--- src/rtl/mem_arbiter.sv ---
// rtl/mem_arbiter.sv - round-robin two-port arbiter onto a single line-wide memory interface
module mem_arbiter #(
    parameter int ADDR_W = 32,
    parameter int LINE_W = 256
) (
    input  logic              clk_i,
    input  logic              rst_i,
    // port 0: instruction cache
    input  logic              p0_enable_i,
    input  logic              p0_write_i,
    input  logic [ADDR_W-1:0] p0_addr_i,
    input  logic [LINE_W-1:0] p0_data_i,
    output logic [LINE_W-1:0] p0_data_o,
    output logic              p0_ack_o,
    // port 1: data cache
    input  logic              p1_enable_i,
    input  logic              p1_write_i,
    input  logic [ADDR_W-1:0] p1_addr_i,
    input  logic [LINE_W-1:0] p1_data_i,
    output logic [LINE_W-1:0] p1_data_o,
    output logic              p1_ack_o,
    // memory side
    output logic              mem_enable_o,
    output logic              mem_write_o,
    output logic [ADDR_W-1:0] mem_addr_o,
    output logic [LINE_W-1:0] mem_data_o,
    input  logic [LINE_W-1:0] mem_data_i,
    input  logic              mem_ack_i,
    // debug
    output logic [1:0]        grant_o
);

    localparam logic [1:0] S_IDLE    = 2'd0;
    localparam logic [1:0] S_GRANT0  = 2'd1;
    localparam logic [1:0] S_GRANT1  = 2'd2;
    localparam logic [1:0] S_RELEASE = 2'd3;

    logic [1:0]        r_state;
    logic              r_prio;
    logic              r_mem_enable;
    logic              r_mem_write;
    logic [ADDR_W-1:0] r_mem_addr;
    logic [LINE_W-1:0] r_mem_data;
    logic [1:0]        r_grant;

    logic              w_pick0;
    logic              w_pick1;
    logic              w_contended;
    logic              w_ack0;
    logic              w_ack1;

    // Grant decision in IDLE: a lone requester wins outright, a tie goes to the prio port
    always_comb begin
        w_pick0     = 1'b0;
        w_pick1     = 1'b0;
        w_contended = p0_enable_i && p1_enable_i;
        if (r_state == S_IDLE) begin
            if (w_contended) begin
                w_pick0 = ~r_prio;
                w_pick1 = r_prio;
            end else begin
                w_pick0 = p0_enable_i;
                w_pick1 = p1_enable_i;
            end
        end
    end

    // Owner handshake: the ack and read data pass straight through, zero otherwise
    always_comb begin
        w_ack0    = (r_state == S_GRANT0) && mem_ack_i;
        w_ack1    = (r_state == S_GRANT1) && mem_ack_i;
        p0_ack_o  = w_ack0;
        p1_ack_o  = w_ack1;
        p0_data_o = w_ack0 ? mem_data_i : '0;
        p1_data_o = w_ack1 ? mem_data_i : '0;
    end

    // State, priority pointer and the captured request presented to memory
    always_ff @(posedge clk_i) begin
        if (rst_i) begin
            r_state      <= S_IDLE;
            r_prio       <= 1'b0;
            r_mem_enable <= 1'b0;
            r_mem_write  <= 1'b0;
            r_mem_addr   <= '0;
            r_mem_data   <= '0;
            r_grant      <= 2'b00;
        end else begin
            case (r_state)
                S_IDLE: begin
                    if (w_pick0) begin
                        r_state      <= S_GRANT0;
                        r_mem_enable <= p0_enable_i;
                        r_mem_write  <= p0_write_i;
                        r_mem_addr   <= p0_addr_i;
                        r_mem_data   <= p0_data_i;
                        r_grant      <= 2'b01;
                    end else if (w_pick1) begin
                        r_state      <= S_GRANT1;
                        r_mem_enable <= p1_enable_i;
                        r_mem_write  <= p1_write_i;
                        r_mem_addr   <= p1_addr_i;
                        r_mem_data   <= p1_data_i;
                        r_grant      <= 2'b10;
                    end
                    // The pointer only moves when a tie was actually broken
                    if (w_contended) begin
                        r_prio <= ~r_prio;
                    end
                end
                S_GRANT0, S_GRANT1: begin
                    // Address and data stay as latched; requester changes are ignored
                    if (mem_ack_i) begin
                        r_state      <= S_RELEASE;
                        r_mem_enable <= 1'b0;
                        r_mem_write  <= 1'b0;
                        r_grant      <= 2'b00;
                    end
                end
                default: begin
                    // Dead cycle lets the acked requester drop enable before we look again
                    r_state <= S_IDLE;
                end
            endcase
        end
    end

    assign mem_enable_o = r_mem_enable;
    assign mem_write_o  = r_mem_write;
    assign mem_addr_o   = r_mem_addr;
    assign mem_data_o   = r_mem_data;
    assign grant_o      = r_grant;

endmodule
--- config.mk ---
export PLATFORM = sky130hd
export DESIGN_NAME = mem_arbiter
export DESIGN_NICKNAME = d
export VERILOG_FILES = /design/src/rtl/mem_arbiter.sv
export SDC_FILE = /design/constraint.sdc
export NUM_CORES = 1
export LEC_CHECK = 0
export ABC_AREA = 1
export CAP_MARGIN = 20
export CORE_AREA = 10 10 636 638
export DETAILED_ROUTE_END_ITERATION = 10
export DIE_AREA = 0 0 646 648
export GPL_ROUTABILITY_DRIVEN = 1
export PLACE_DENSITY = 0.34
export SETUP_SLACK_MARGIN = 0.2
export SYNTH_ARGS = -nofsm -noshare
export SYNTH_HDL_FRONTEND = slang
export SYNTH_SLANG_ARGS = --single-unit
--- constraint.sdc ---
create_clock -name clk_i -period 1.5 [get_ports clk_i]
set_input_delay 0.225 -clock clk_i [delete_from_list [all_inputs] [get_ports clk_i]]
set_output_delay 0.225 -clock clk_i [all_outputs]
set_load 0.05 [all_outputs]
==> flow_summary.yaml <==
floorplan:
  chipWidth_um: 646
  die_y_um: 648
  core_area_um2: 391400
  fp.dieArea_um2: 418600
  start_util_pct: 5.074
  ioPinCount: 1645
  num_rows: 230
sta:
  report.final.slew_viol_count: 0
  max-slew-margin-rel_pct: 40.45
  clock.fmax_mhz: 393.1
  fin_skew_ns: 0.03296
  tightest_slew_ns: 0.8932
  final-setup-viol-count: 828
  finalCritPeriodShare_pct: 169.6
  min_period_ns: 2.544
  layout_setup_ws_ns: -1.044
  hold_violations: 0
  grt_setup_unrepaired: "yes"
setup_path:
  reg2reg_to: "mem_data_o[182]"
  cpLargestDelayFamily: "buffers and inverters"
  critPathMaxFanout: 7
  critPathRequiredTime_ns: 1.27
  worst_path_max_delay_cell: "dfxtp_4"
  crit_chain: "inv_4 -> ha_4 -> buf_12 -> nand2_8 -> buf_12 -> buf_16 -> buf_16 -> nor2_4 -> buf_6 -> buf_12"
  worst_ep_arrival_time_ns: 2.32
  crit_path_end_kind: "output pin"
  critPathMaxStageDelay_ns: 0.38
  r2r_cells: 12
  cp.depth: 10
  rr_startpoint: "r_state[0]"
  cp-startpoint: "r_state[1]"
  startpoint_type: "flip-flop"
  crit_path_frequent_cell: "buf_12"
  rrSetupSlack_ns: -0.45
  critPathKind: "reg -> out"
  cp_num_buf_inv: 7
  crit_path_end: "p0_data_o[173]"
synthesis:
  synth_top_area_share_pct: 29.74
  synth_warnings: 0
  yosysUniqueCellTypes: 22
  ys_ff_latch: 295
  syn_inst: 2771
  synthTopCellsByArea: "dfxtp_1, o211ai_2, nand3_2, nor2_1, nand2_1"
  syn-mean-instance-area_um2: 7.167
  synth_top_cell_by_area: "dfxtp_1"
  ys_seq_area_share_pct: 29.74
  syn_area_um2: 19860
  synthesis.nets: 3614
global_routing:
  grt_overflow: 0
  grt_max_degree: 47
  track_usage_pct: 13.16
  grt_pass1_vias: 27670
  antenna_found_initial: 173
  grt_pass1_wl_mm: 352.0
drt:
  drc: 0
  wire_per_inst_um: 29.79
  drtPass1Iterations: 5
  finalWirelength_mm: 298.4
  avgViaCountPerCell: 2.770
  vias: 27740
  drtIter0Drc: 1476
  detail-route-antenna-nets: 0
pwr:
  cellLeakagePower_nw: 24.18
  vdd_ir_drop_max_v: 0.0008573
  finalPower_mw: 91.63
  cellPowerDensity_nw_per_um2: 1518
place:
  dp_hpwl_mm: 267.4
  portBuffers: 1644
  gp_congestion: 0.8797
  dpl_cell_area_um2: 55310
clock_tree:
  cts_buffer_depth: 3
  cts_buffers: 42
  cts_htree_levels: 2
  ctsHoldBuffers: 0
  cts.sinks: 295
  insertion_delay_ns: 0.65
  cts_root_buf: "clkbuf_16"
  clk_pin_slew_ns: 0.06
  cts_tree: "built"
hold_path:
  hold_path_depth: 5
  hp-class: "in -> reg"
layout:
  filler_cell_count: 44030
  drive_above_1_share_pct: 57.43
  final_area_um2: 60360
  area_growth_pct: 203.9
  nNetsFinal: 5583
status:
  violations: "negative setup slack"
  status: "finished with violations"
flow_run:
  maxCapViolCount: 0
==> sequential cells by signal (all words and copies together), names as in the netlist <==
| signal | count |
|---|---|
| r_prio | 1 |
| mem_data_o | 256 |
| r_state | 2 |
| grant_o | 2 |
| mem_enable_o | 1 |
| mem_addr_o | 32 |
| mem_write_o | 1 |
==> power breakdown <==
group	leakage, nW	total [mW]	internal (mW)	switching [mW]
clock	0.696	10.9	6.22	4.67
sequential	2.45	14.3	11.1	3.18
combinational	21.0	66.4	27.0	39.5
==> logic make-up after synthesis <==
group	Yosys count	synth area share, %
and+or+nand+nor	1404	35.96
buffers and inverters	769	17.78
AOI/OAI and AO/OA	298	16.22
DFF	295	29.74
adders and majority gates	4	0.2520
xor gates and xnor gates	1	0.04411
==> synth_stat cells (all sizes together) <==
cell type,count
a21oi,8
buf,152
clkbuf,64
dfxtp,295
ha,4
inv,553
nand2,594
nand3,293
nand3b,1
nor2,516
o211ai,288
o21a,2
xor2,1
==> layer usage <==
layer,GRT usage (%),routed length [um],vias to the layer above
met5,0,700,-
met2,25.20,159300,1210
met3,4.386,22790,396
met4,2.473,6936,104
met1,13.97,108700,13450
li1,-,-,12580
==> worst register-to-register path: cells and delay by family (launching register included) <==
family | cells | cell delay [ns]
buf+inv | 6 | 0.67
simple gates | 4 | 0.59
fa+ha+maj | 1 | 0.18
flops | 1 | 0.38
compound gates | 1 | 0.08
==> timing repair <==
item | CTS | global route
setup endpoints to repair | 1101 | 1101
gates resized for setup | 109 | 318
buffers inserted | 9 | 47
cloned | 8 | 46
pin swaps | 7 | 55
==> worst min-delay path by stage <==
stage,from,endpoint,slack (ns)
after global routing,p0_data_i[231],mem_data_o[231],0.19
final,p0_data_i[123],mem_data_o[123],0.23
after global placement,mem_addr_o[11],mem_addr_o[11],0.48
after CTS,p0_data_i[123],mem_data_o[123],0.12
after detailed placement,mem_addr_o[11],mem_addr_o[11],0.48
after floorplan,p1_enable_i,r_prio,0.44
==> cells in the final DEF, fill, tap and decap left out, types with 30 or more instances in the layout <==
cell and n:
clkdlybuf4s50_1 838, buf_12 816, nor2_4 493, nand2_1 374
buf_4 365, inv_1 316, dfxtp_1 293, inv_2 232
nand2_2 210, nand3_2 200, o211ai_2 200, nand3_1 89
o211ai_1 88, clkbuf_16 82, buf_6 31, buf_16 30
==> final cells by class <==
| class | instances | area (um2) | share of cell area [%] |
|---|---|---|---|
| clock buffer | 65 | 1277 | 2.116 |
| sequential | 295 | 5913 | 9.796 |
| tap | 5220 | 6531 | 10.82 |
| multi-input combinational | 1708 | 14400 | 23.86 |
| antenna | 26 | 65.06 | 0.1078 |
| inverter | 553 | 2095 | 3.470 |
| timing repair buffer | 2140 | 29940 | 49.60 |
| clock inverter | 8 | 141.4 | 0.2342 |
==> per-stage QoR <==
stage	setup slack, ns	TNS (ns)	instances	hold slack, ns	util, %
2_1_floorplan	-0.3173	-43.58	2771	0.4357	-
3_3_place_gp	-0.9529	-478.87	9806	0.4803	14.13
3_5_place_dp	-0.9398	-482.89	9806	0.4849	14.13
4_1_cts	-1.224	-737.13	9896	0.1250	14.68
5_1_grt	-1.173	-695.57	9997	0.1926	15.41
6_report	-1.044	-587.76	10020	0.2299	15.42
No activity file was read; power rests on OpenSTA's default activity.
